`src/rtl/exec_pkg.sv`:
```
// Shared execution-stage types: the writeback entry carried from the ALU
// units through the per-unit buffers onto the writeback bus.
package exec_pkg;

  localparam int BITWIDTH = 32;
  localparam int RF_DEPTH = 32;
  localparam int RD_W     = $clog2(RF_DEPTH);

  typedef struct packed {
    logic [BITWIDTH-1:0] result;
    logic [RD_W-1:0]     rd;
  } wb_entry_t;

  // Index width that stays legal (>= 1 bit) even for a single-element range.
  function automatic int idx_width(input int n);
    return (n > 1) ? $clog2(n) : 1;
  endfunction

endpackage

```
`src/rtl/wb_fifo.sv`:
```
// Small register FIFO holding writeback entries for one ALU unit.
// A push into a full FIFO is refused even if a pop happens in the same cycle,
// matching the count-based ready seen by the producer. Flush empties it.
module wb_fifo
  import exec_pkg::*;
#(
  parameter int DEPTH = 2
) (
  input  logic      clk,
  input  logic      rst_n,
  input  logic      flush,
  input  logic      push,
  input  logic      pop,
  input  wb_entry_t din,
  output wb_entry_t head,
  output logic      full,
  output logic      empty
);

  localparam int PTR_W = idx_width(DEPTH);
  localparam int CNT_W = $clog2(DEPTH + 1);
  localparam logic [PTR_W-1:0] LAST_PTR = PTR_W'(DEPTH - 1);
  localparam logic [CNT_W-1:0] FULL_CNT = CNT_W'(DEPTH);

  wb_entry_t        mem_r [DEPTH];
  logic [PTR_W-1:0] wr_ptr_r;
  logic [PTR_W-1:0] rd_ptr_r;
  logic [CNT_W-1:0] count_r;
  logic             do_push_s;
  logic             do_pop_s;

  // Pointer advance with explicit wrap so non-power-of-two depths also work.
  function automatic logic [PTR_W-1:0] next_ptr(input logic [PTR_W-1:0] p);
    return (p == LAST_PTR) ? PTR_W'(0) : p + PTR_W'(1);
  endfunction

  assign full      = (count_r == FULL_CNT);
  assign empty     = (count_r == CNT_W'(0));
  assign head      = mem_r[rd_ptr_r];
  assign do_push_s = push && !full;
  assign do_pop_s  = pop && !empty;

  // Read/write pointers and occupancy; flush discards everything buffered.
  always_ff @(posedge clk or negedge rst_n) begin
    if (!rst_n) begin
      wr_ptr_r <= PTR_W'(0);
      rd_ptr_r <= PTR_W'(0);
      count_r  <= CNT_W'(0);
    end else if (flush) begin
      wr_ptr_r <= PTR_W'(0);
      rd_ptr_r <= PTR_W'(0);
      count_r  <= CNT_W'(0);
    end else begin
      if (do_push_s) begin
        wr_ptr_r <= next_ptr(wr_ptr_r);
      end else begin
        wr_ptr_r <= wr_ptr_r;
      end
      if (do_pop_s) begin
        rd_ptr_r <= next_ptr(rd_ptr_r);
      end else begin
        rd_ptr_r <= rd_ptr_r;
      end
      case ({do_push_s, do_pop_s})
        2'b10:   count_r <= count_r + CNT_W'(1);
        2'b01:   count_r <= count_r - CNT_W'(1);
        default: count_r <= count_r;
      endcase
    end
  end

  // Entry storage; cleared on reset so no stale data is ever observable.
  always_ff @(posedge clk or negedge rst_n) begin
    if (!rst_n) begin
      for (int i = 0; i < DEPTH; i++) begin
        mem_r[i] <= '0;
      end
    end else if (do_push_s && !flush) begin
      mem_r[wr_ptr_r] <= din;
    end else begin
      mem_r[wr_ptr_r] <= mem_r[wr_ptr_r];
    end
  end

endmodule

```
`src/rtl/cdb_writeback_arbiter.sv`:
```
// Writeback arbiter: buffers ALU results per unit and broadcasts one result
// per cycle on the registered writeback bus, granting units round-robin.
// Results targeting register 0 complete their handshake but are discarded.
module cdb_writeback_arbiter
  import exec_pkg::*;
#(
  parameter int NRALUOP   = 8,
  parameter int BUF_DEPTH = 2
) (
  input  logic                             clk,
  input  logic                             rst_n,
  input  logic                             Flush,
  input  logic [NRALUOP-1:0]               ALUValid,
  input  logic [NRALUOP-1:0][BITWIDTH-1:0] ALUResult,
  input  logic [NRALUOP-1:0][RD_W-1:0]     ALURd,
  output logic [NRALUOP-1:0]               ALUReady,
  output logic [BITWIDTH-1:0]              ResultW,
  output logic [RD_W-1:0]                  RdW,
  output logic                             RegWriteW
);

  localparam int IDX_W = idx_width(NRALUOP);
  localparam int SUM_W = IDX_W + 1;
  localparam logic [IDX_W-1:0] LAST_IDX  = IDX_W'(NRALUOP - 1);
  localparam logic [SUM_W-1:0] N_UNITS_S = SUM_W'(NRALUOP);

  logic [NRALUOP-1:0]   full_s;
  logic [NRALUOP-1:0]   empty_s;
  logic [NRALUOP-1:0]   nonempty_s;
  logic [NRALUOP-1:0]   push_s;
  logic [NRALUOP-1:0]   pop_s;
  wb_entry_t            din_s  [NRALUOP];
  wb_entry_t            head_s [NRALUOP];

  logic [2*NRALUOP-1:0] doubled_s;
  logic [NRALUOP-1:0]   rotated_s;
  logic [IDX_W-1:0]     offset_s;
  logic [SUM_W-1:0]     sum_s;
  logic [IDX_W-1:0]     grant_s;
  logic [IDX_W-1:0]     next_ptr_s;
  logic                 any_s;
  wb_entry_t            sel_entry_s;

  logic [IDX_W-1:0]     rr_ptr_r;

  assign ALUReady   = ~full_s;
  assign nonempty_s = ~empty_s;

  // Per-unit push/pop qualification; Rd=0 results are acknowledged but dropped.
  always_comb begin
    for (int i = 0; i < NRALUOP; i++) begin
      din_s[i]  = '{result: ALUResult[i], rd: ALURd[i]};
      push_s[i] = ALUValid[i] && !full_s[i] && (ALURd[i] != RD_W'(0));
      pop_s[i]  = any_s && !Flush && (grant_s == IDX_W'(i));
    end
  end

  for (genvar g = 0; g < NRALUOP; g++) begin : g_unit
    wb_fifo #(
      .DEPTH(BUF_DEPTH)
    ) u_fifo (
      .clk  (clk),
      .rst_n(rst_n),
      .flush(Flush),
      .push (push_s[g]),
      .pop  (pop_s[g]),
      .din  (din_s[g]),
      .head (head_s[g]),
      .full (full_s[g]),
      .empty(empty_s[g])
    );
  end

  // Round-robin grant: rotate the non-empty vector so rr_ptr sits at bit 0,
  // pick the lowest set bit, then map the offset back to a unit index.
  always_comb begin
    doubled_s = {nonempty_s, nonempty_s} >> rr_ptr_r;
    rotated_s = doubled_s[NRALUOP-1:0];
    offset_s  = IDX_W'(0);
    for (int i = NRALUOP - 1; i >= 0; i--) begin
      offset_s = rotated_s[i] ? IDX_W'(i) : offset_s;
    end
    any_s      = |nonempty_s;
    sum_s      = {1'b0, rr_ptr_r} + {1'b0, offset_s};
    grant_s    = (sum_s >= N_UNITS_S) ? IDX_W'(sum_s - N_UNITS_S) : IDX_W'(sum_s);
    next_ptr_s = (grant_s == LAST_IDX) ? IDX_W'(0) : grant_s + IDX_W'(1);
    sel_entry_s = head_s[grant_s];
  end

  // Writeback bus register and round-robin pointer; data holds when idle.
  always_ff @(posedge clk or negedge rst_n) begin
    if (!rst_n) begin
      ResultW   <= BITWIDTH'(0);
      RdW       <= RD_W'(0);
      RegWriteW <= 1'b0;
      rr_ptr_r  <= IDX_W'(0);
    end else if (Flush) begin
      ResultW   <= ResultW;
      RdW       <= RdW;
      RegWriteW <= 1'b0;
      rr_ptr_r  <= IDX_W'(0);
    end else if (any_s) begin
      ResultW   <= sel_entry_s.result;
      RdW       <= sel_entry_s.rd;
      RegWriteW <= 1'b1;
      rr_ptr_r  <= next_ptr_s;
    end else begin
      ResultW   <= ResultW;
      RdW       <= RdW;
      RegWriteW <= 1'b0;
      rr_ptr_r  <= rr_ptr_r;
    end
  end

endmodule

```
`config.mk`:
```
export PLATFORM = sky130hd
export DESIGN_NAME = cdb_writeback_arbiter
export DESIGN_NICKNAME = d
export VERILOG_FILES = /design/src/rtl/exec_pkg.sv /design/src/rtl/wb_fifo.sv /design/src/rtl/cdb_writeback_arbiter.sv
export SDC_FILE = /design/constraint.sdc
export NUM_CORES = 1
export LEC_CHECK = 0
export CORE_MARGIN = 1
export CORE_UTILIZATION = 30
export DETAILED_ROUTE_END_ITERATION = 16
export HOLD_SLACK_MARGIN = 0.05
export PLACE_DENSITY = 0.47
export SLEW_MARGIN = 40
export SYNTH_ARGS = -nofsm -noshare
export SYNTH_HDL_FRONTEND = slang
export SYNTH_SLANG_ARGS = --single-unit
```
`constraint.sdc`:
```
create_clock -name clk -period 4.3 [get_ports clk]
set_clock_uncertainty 0.05 [all_clocks]
set_input_delay 0.86 -clock clk [delete_from_list [all_inputs] [get_ports clk]]
set_output_delay 0.86 -clock clk [all_outputs]
set_load 0.05 [all_outputs]
```
# == After elaboration in Yosys (flattened, before gate mapping) ==
# Cells that the tools add are included.
# totals
wordCells,460
latchBits,0
out_inout_bits,46
ram_bits,0
ff_bits,665
in_bits,307
mem_count,0
romBits,0
# op_classes
n_bitwise,20
mul,0
shifts,1
n_eq_ne,31
mux,169
order_cmp,26
addsub,35
reduce_logical,118
div_mod_pow,0
# op_table
op,n
$mux 37,58
$bwmux 74,16
$mux 74,8
$demux 37 s1,8
$bmux 37 s3,1
$logic_and 1x1->1,57
$mux 1,50
$reduce_bool 5->1,8
$mux 3,12
$reduce_bool 2->1,17
$eq 2x2->1 const B,16
$ge 2x2->1 const B,16
$not 1->2,16
$pmux 2 s2,8
$reduce_bool 3->1,8
$logic_not 1->1,17
$add 1x1->1 const B,16
$add 2x1->2 const B,8
$eq 2x1->1 const B,8
$logic_not 2->1,8
$lt 2x1->1 const B,8
$mux 2,8
$not 8->8,2
$shr 16x3->8,1
other kinds (13),25

# == Depth between registers and ports, before layout ==
# logic_depth
depth_word,20
depth_mapped,24

# == Modules after synthesis ==
# A second synthesis with hierarchy kept.
# unflattened
cells_unflattened,2144
hier_area_um2,31735.4
# by_module_without_submodules
module,cells_each,seq_area_each_um2,area_per_inst_um2,n_inst
wb_fifo,221,1951.9,3414.5,8
cdb_writeback_arbiter,376,1026.0,4419.2,1

# == Least setup slack after synthesis ==
# OpenSTA, ideal clock, no wires.
# synth_path
kind,flip-flop to flip-flop
from,reg rr_ptr_r[2]
to,reg g_unit[3].u_fifo.count_r[0]
t_arrival_ns,4.571
path_slack_ns,-0.453
synth_period_minus_slack_ns,4.753
required_ns,4.118
path_stages_with_launch,22
path_buffers,4
path_cell_list,dfrtp_1 clkbuf_1 mux2_2 o41ai_1 nand2_1 a211oi_1 a31oi_1 a221oi_1 a31oi_1 o21ai_0 ha_1 inv_1 fa_1 clkbuf_1 clkbuf_1 buf_1 nor2_1 ha_1 nor2b_1 o21ba_2 xnor2_1 nor2_1
# synth_via
elab_chain_len,18
word_cells_on_any_way,21
# synth_lines
element,line_no,rtl
from (decl),cdb_writeback_arbiter.sv:44,logic [IDX_W-1:0] rr_ptr_r;
from (signal assigned),cdb_writeback_arbiter.sv:106,rr_ptr_r <= next_ptr_s;
from (signal assigned),cdb_writeback_arbiter.sv:111,rr_ptr_r <= rr_ptr_r;
$shr 16x3->8,cdb_writeback_arbiter.sv:77,"doubled_s = {nonempty_s, nonempty_s} >> rr_ptr_r;"
$mux 3 (8 in series),cdb_writeback_arbiter.sv:81,offset_s = rotated_s[i] ? IDX_W'(i) : offset_s;
$add 3x3->4 (*),cdb_writeback_arbiter.sv:84,"sum_s = {1'b0, rr_ptr_r} + {1'b0, offset_s};"
$ge 4x4->1 or $sub 3x1->3 (tied branches),cdb_writeback_arbiter.sv:85,grant_s = (sum_s >= N_UNITS_S) ? IDX_W'(sum_s - N_UNITS_S) : IDX_W'(sum_s);
$mux 3 (*),cdb_writeback_arbiter.sv:85,
$eq 3x2->1 (*),cdb_writeback_arbiter.sv:54,pop_s[i] = any_s && !Flush && (grant_s == IDX_W'(i));
$logic_and 1x1->1 (*),cdb_writeback_arbiter.sv:54,
$logic_and 1x1->1 (*),wb_fifo.sv:41,assign do_pop_s = pop && !empty;
$eq 2x1->1 or $eq 2x2->1 (tied branches),wb_fifo.sv:64,"case ({do_push_s, do_pop_s})"
$pmux 2 s2,wb_fifo.sv:64,
$mux 2,wb_fifo.sv:49,end else if (flush) begin
to (signal assigned),wb_fifo.sv:65,2'b10: count_r <= count_r + CNT_W'(1);
to (signal assigned),wb_fifo.sv:66,2'b01: count_r <= count_r - CNT_W'(1);
to (signal assigned),wb_fifo.sv:67,default: count_r <= count_r;
to (decl),wb_fifo.sv:28,logic [CNT_W-1:0] count_r;
# Mark *: on every way between the ends. The rest lies on a longest branch, timed or not.
# A chain may end at the register's enable or synchronous reset.

# == Worst setup path after layout ==
# layout_path
from,reg g_unit[0].u_fifo.count_r[0]
to,reg ResultW[19]
# layout_via
elab_chain_len,18
word_cells_on_any_way,21
# layout_lines
element,line_no,rtl
from (decl),wb_fifo.sv:28,
from (signal assigned),wb_fifo.sv:65,
from (signal assigned),wb_fifo.sv:66,
from (signal assigned),wb_fifo.sv:67,
$logic_not 2->1 (*),wb_fifo.sv:38,assign empty = (count_r == CNT_W'(0));
$not 8->8 (*),cdb_writeback_arbiter.sv:47,assign nonempty_s = ~empty_s;
$shr 16x3->8,cdb_writeback_arbiter.sv:77,
$mux 3 (8 in series),cdb_writeback_arbiter.sv:81,
$add 3x3->4,cdb_writeback_arbiter.sv:84,
$ge 4x4->1 or $sub 3x1->3 (tied branches),cdb_writeback_arbiter.sv:85,
$mux 3,cdb_writeback_arbiter.sv:85,
$not 3->4 (implied by the code),cdb_writeback_arbiter.sv:87,sel_entry_s = head_s[grant_s];
$bmux 37 s3,cdb_writeback_arbiter.sv:87,
$mux 37 (implied by the code) (2 in series),cdb_writeback_arbiter.sv:87,
to (signal assigned),cdb_writeback_arbiter.sv:98,ResultW <= ResultW;
to (signal assigned),cdb_writeback_arbiter.sv:103,ResultW <= sel_entry_s.result;
to (signal assigned),cdb_writeback_arbiter.sv:108,ResultW <= ResultW;
to (decl),cdb_writeback_arbiter.sv:17,"output logic [BITWIDTH-1:0] ResultW,"
# Mark *: on every way between the ends. The rest lies on a longest branch, timed or not. The select of a mux whose other input is x is not followed.

==> impl_metrics.ini <==
[cts]
h-tree-depth = 3
cts_root_buffer = clkbuf_16
clock_latency_ns = 0.65
cts_buffers = 80
cts_tree = built
cts_num_sinks = 665
cts_buffer_depth = 3
clkTransAtPathRegs_ns = 0.06

[placement]
gp_congestion = 0.859
placedInstanceArea_sq_um = 37400
place_ws_ns = -0.654
hpwlAfterDp_um = 73300
io_buffers = 352

[floorplanning]
io_pins = 353
die_h_um = 323
dieArea_sq_um = 104000
die_x_um = 323
start_util = 0.303
row_count = 117
coreArea_sq_um = 102000

[timing]
worst_pin_slew_ns = 0.792
final.setup.tns_ns = -5.73
hold_viol_final = 0
min_period_ns = 4.53
slew_violations = 0
fmax_mhz = 221
setup_viol = 49
period_share = 1.05
fin_ws_ns = -0.231
slew_headroom = 0.470
fin_hold_ws_ns = 0.102
rsz0062_at_grt = true

[logic_synthesis]
yosys-top-cells-area = dfrtp_1, mux2_2, a211oi_1, mux2i_1, nor2b_1
synth_common_cells = dfrtp_1, mux2_2, a211oi_1
syn-num-nets = 2750
synth-warning-count = 0
ys_seq_elements = 665
synthArstFlopShare = 1.00
yosysMostFrequentCell = dfrtp_1
synth_edf_count = 0
syn_area_per_cell_sq_um = 12.7
synth.distinct_cells = 59
synth-seq-area-share = 0.538
synth_top_flop_cell = dfrtp_1
netlist_instances = 2438
synth_top_area_cell = dfrtp_1
synth_top_area_share = 0.538
syn_area_sq_um = 30900

[setup_path]
crit_family = compound AO/OA/AOI/OAI gates
crit_type = reg2reg
r2r-end = ResultW[19]
cp_max_fo = 6
slowest_delay_ns = 0.65
reg2reg_depth = 19
cp-start-kind = register
path_buf_inv = 4
critPathSlowestCell = fa_4
rrSetupSlack_ns = -0.23
arrival_ns = 4.99
required_ns = 4.76
end_kind = register
timing.rr.start = g_unit[0].u_fifo.count_r[0]
cp_cell_sequence = or2_1, mux2_4, o41ai_4, nand2_1, a211oi_2, a31oi_1, a221oi_1, a31oi_1, o21ai_1, ha_2, inv_2, fa_4, buf_12, buf_12, buf_8, a211oi_1, a211oi_4, a21oi_4, o221ai_2

[cells_and_area]
nNetsFinal = 3264
design_area_sq_um = 42800
drive_above_1_share = 0.420
final.fill_count = 9530
area_delta_synth_final_pct = 38.4

[detailed_routing]
first_pass_iters = 7
drt-initial-drc-count = 996
ant_nets = 0
drc_errors = 0
vias = 22100
routedWlPerCell_um = 24.4
vias_per_cell = 5.05
wirelength_um = 107000

[global_routing]
antenna_found_initial = 13
grt_pass1_vias = 23700
grt_max_degree = 102
grt_overflow = 0
grt_util_all_layers = 0.203
grt_pass1_wl_um = 157000

[flow_run]
max-cap-violations = 0

[status]
violations = setup timing
status = finished with violations

[min_path]
hold_class = in2async
-- through the flow --
stage           util  std cells
2_1_floorplan      -       2438
5_1_grt        0.420       4383
3_3_place_gp   0.366       4171
4_1_cts        0.408       4356
6_report       0.420       4383
3_5_place_dp   0.366       4173
-- layout make-up --
type | count | area (sq um) | share of cell area
timing repair inverter | 1 | 11.3 | 0.000263
clock inverter | 23 | 319 | 0.00745
timing repair buffer | 601 | 6400 | 0.150
sequential | 665 | 16700 | 0.389
clock buffer | 120 | 2360 | 0.0552
inverter | 16 | 76.3 | 0.00178
tap | 1368 | 1710 | 0.0400
antenna | 2 | 5.00 | 0.000117
multi-input combinational | 1587 | 15300 | 0.356
-- cells by family (layout without fill, tap and decap cells) --
family / Yosys count / after routing / share of synthesized area
DFF: 665 / 665 / 0.538
and+or+nand+nor: 337 / 337 / 0.0589
other: 0 / 2 / 0
AOI/OAI and AO/OA: 476 / 476 / 0.104
xor gates and xnor gates: 22 / 22 / 0.00647
muxes: 747 / 747 / 0.267
buffers and inverters: 186 / 761 / 0.0239
adders and majority gates: 5 / 5 / 0.00226
-- placed cells by master (no fill, tap or decap), types with 11 or more instances in the layout --
cell type and instances:
a211oi_1 101, a211oi_2 102, a211oi_4 31, a21oi_1 85, a21oi_2 68, buf_12 33, buf_16 16, buf_4 161
buf_6 27, clkbuf_1 20, clkbuf_16 84, clkbuf_8 19, clkdlybuf4s50_1 350, dfrtp_1 657, inv_1 13, mux2_2 592
mux2i_1 151, nand2_1 56, nor2_1 44, nor2b_1 151, o221ai_1 25, o221ai_2 12, xor2_1 11
-- registers in the layout (all words and copies together) (netlist names) --
| name | count |
|---|---|
| RegWriteW | 1 |
| g_unit.u_fifo.wr_ptr_r | 8 |
| rr_ptr_r | 3 |
| g_unit.u_fifo.rd_ptr_r | 8 |
| RdW | 5 |
| ResultW | 32 |
| g_unit.u_fifo.count_r | 16 |
| g_unit.u_fifo.mem_r | 592 |
-- timing repair --
action                                  in CTS  in global routing
endpoints found under the setup margin      61                 62
pin swaps                                   64                 54
buffers inserted                            26                 28
gates cloned                                14                  3
endpoints found under the hold margin        0                  0
hold buffers                                 0                  0
gates resized for setup                    196                200
-- worst max path at each step --
stage / end / depth (start not counted) / start / slack [ns]
floorplan: g_unit[3].u_fifo.count_r[0] / 22 / g_unit[4].u_fifo.count_r[1] / 0.01
global placement: ResultW[3] / 18 / g_unit[0].u_fifo.count_r[1] / -0.72
detailed placement: ResultW[3] / 18 / g_unit[0].u_fifo.count_r[1] / -0.65
CTS: ResultW[19] / 20 / g_unit[0].u_fifo.count_r[0] / -0.29
global route: ResultW[23] / 19 / g_unit[0].u_fifo.count_r[0] / -0.37
finish: ResultW[19] / 19 / g_unit[0].u_fifo.count_r[0] / -0.23
-- layer usage --
layer  vias up  wire [um]  GRT usage
met5         -         97          0
met4        16       3100     0.0599
met3       152       4200     0.0381
met2       419      53200      0.349
met1     11600      46300      0.257
li1       9993          -          -
-- worst reg2reg max path, cell delays in order (launching register included) --
cell and delay, ns:
dfrtp_1 0.38, or2_1 0.26, mux2_4 0.30, o41ai_4 0.31
nand2_1 0.13, a211oi_2 0.20, a31oi_1 0.09, a221oi_1 0.28
a31oi_1 0.07, o21ai_1 0.15, ha_2 0.19, inv_2 0.04
fa_4 0.65, buf_12 0.19, buf_12 0.15, buf_8 0.13
a211oi_1 0.39, a211oi_4 0.07, a21oi_4 0.23, o221ai_2 0.14
Power is left out: the tool's default activity adds up to more than one toggle a clock period on the data nets, which glitch-free logic cannot reach.
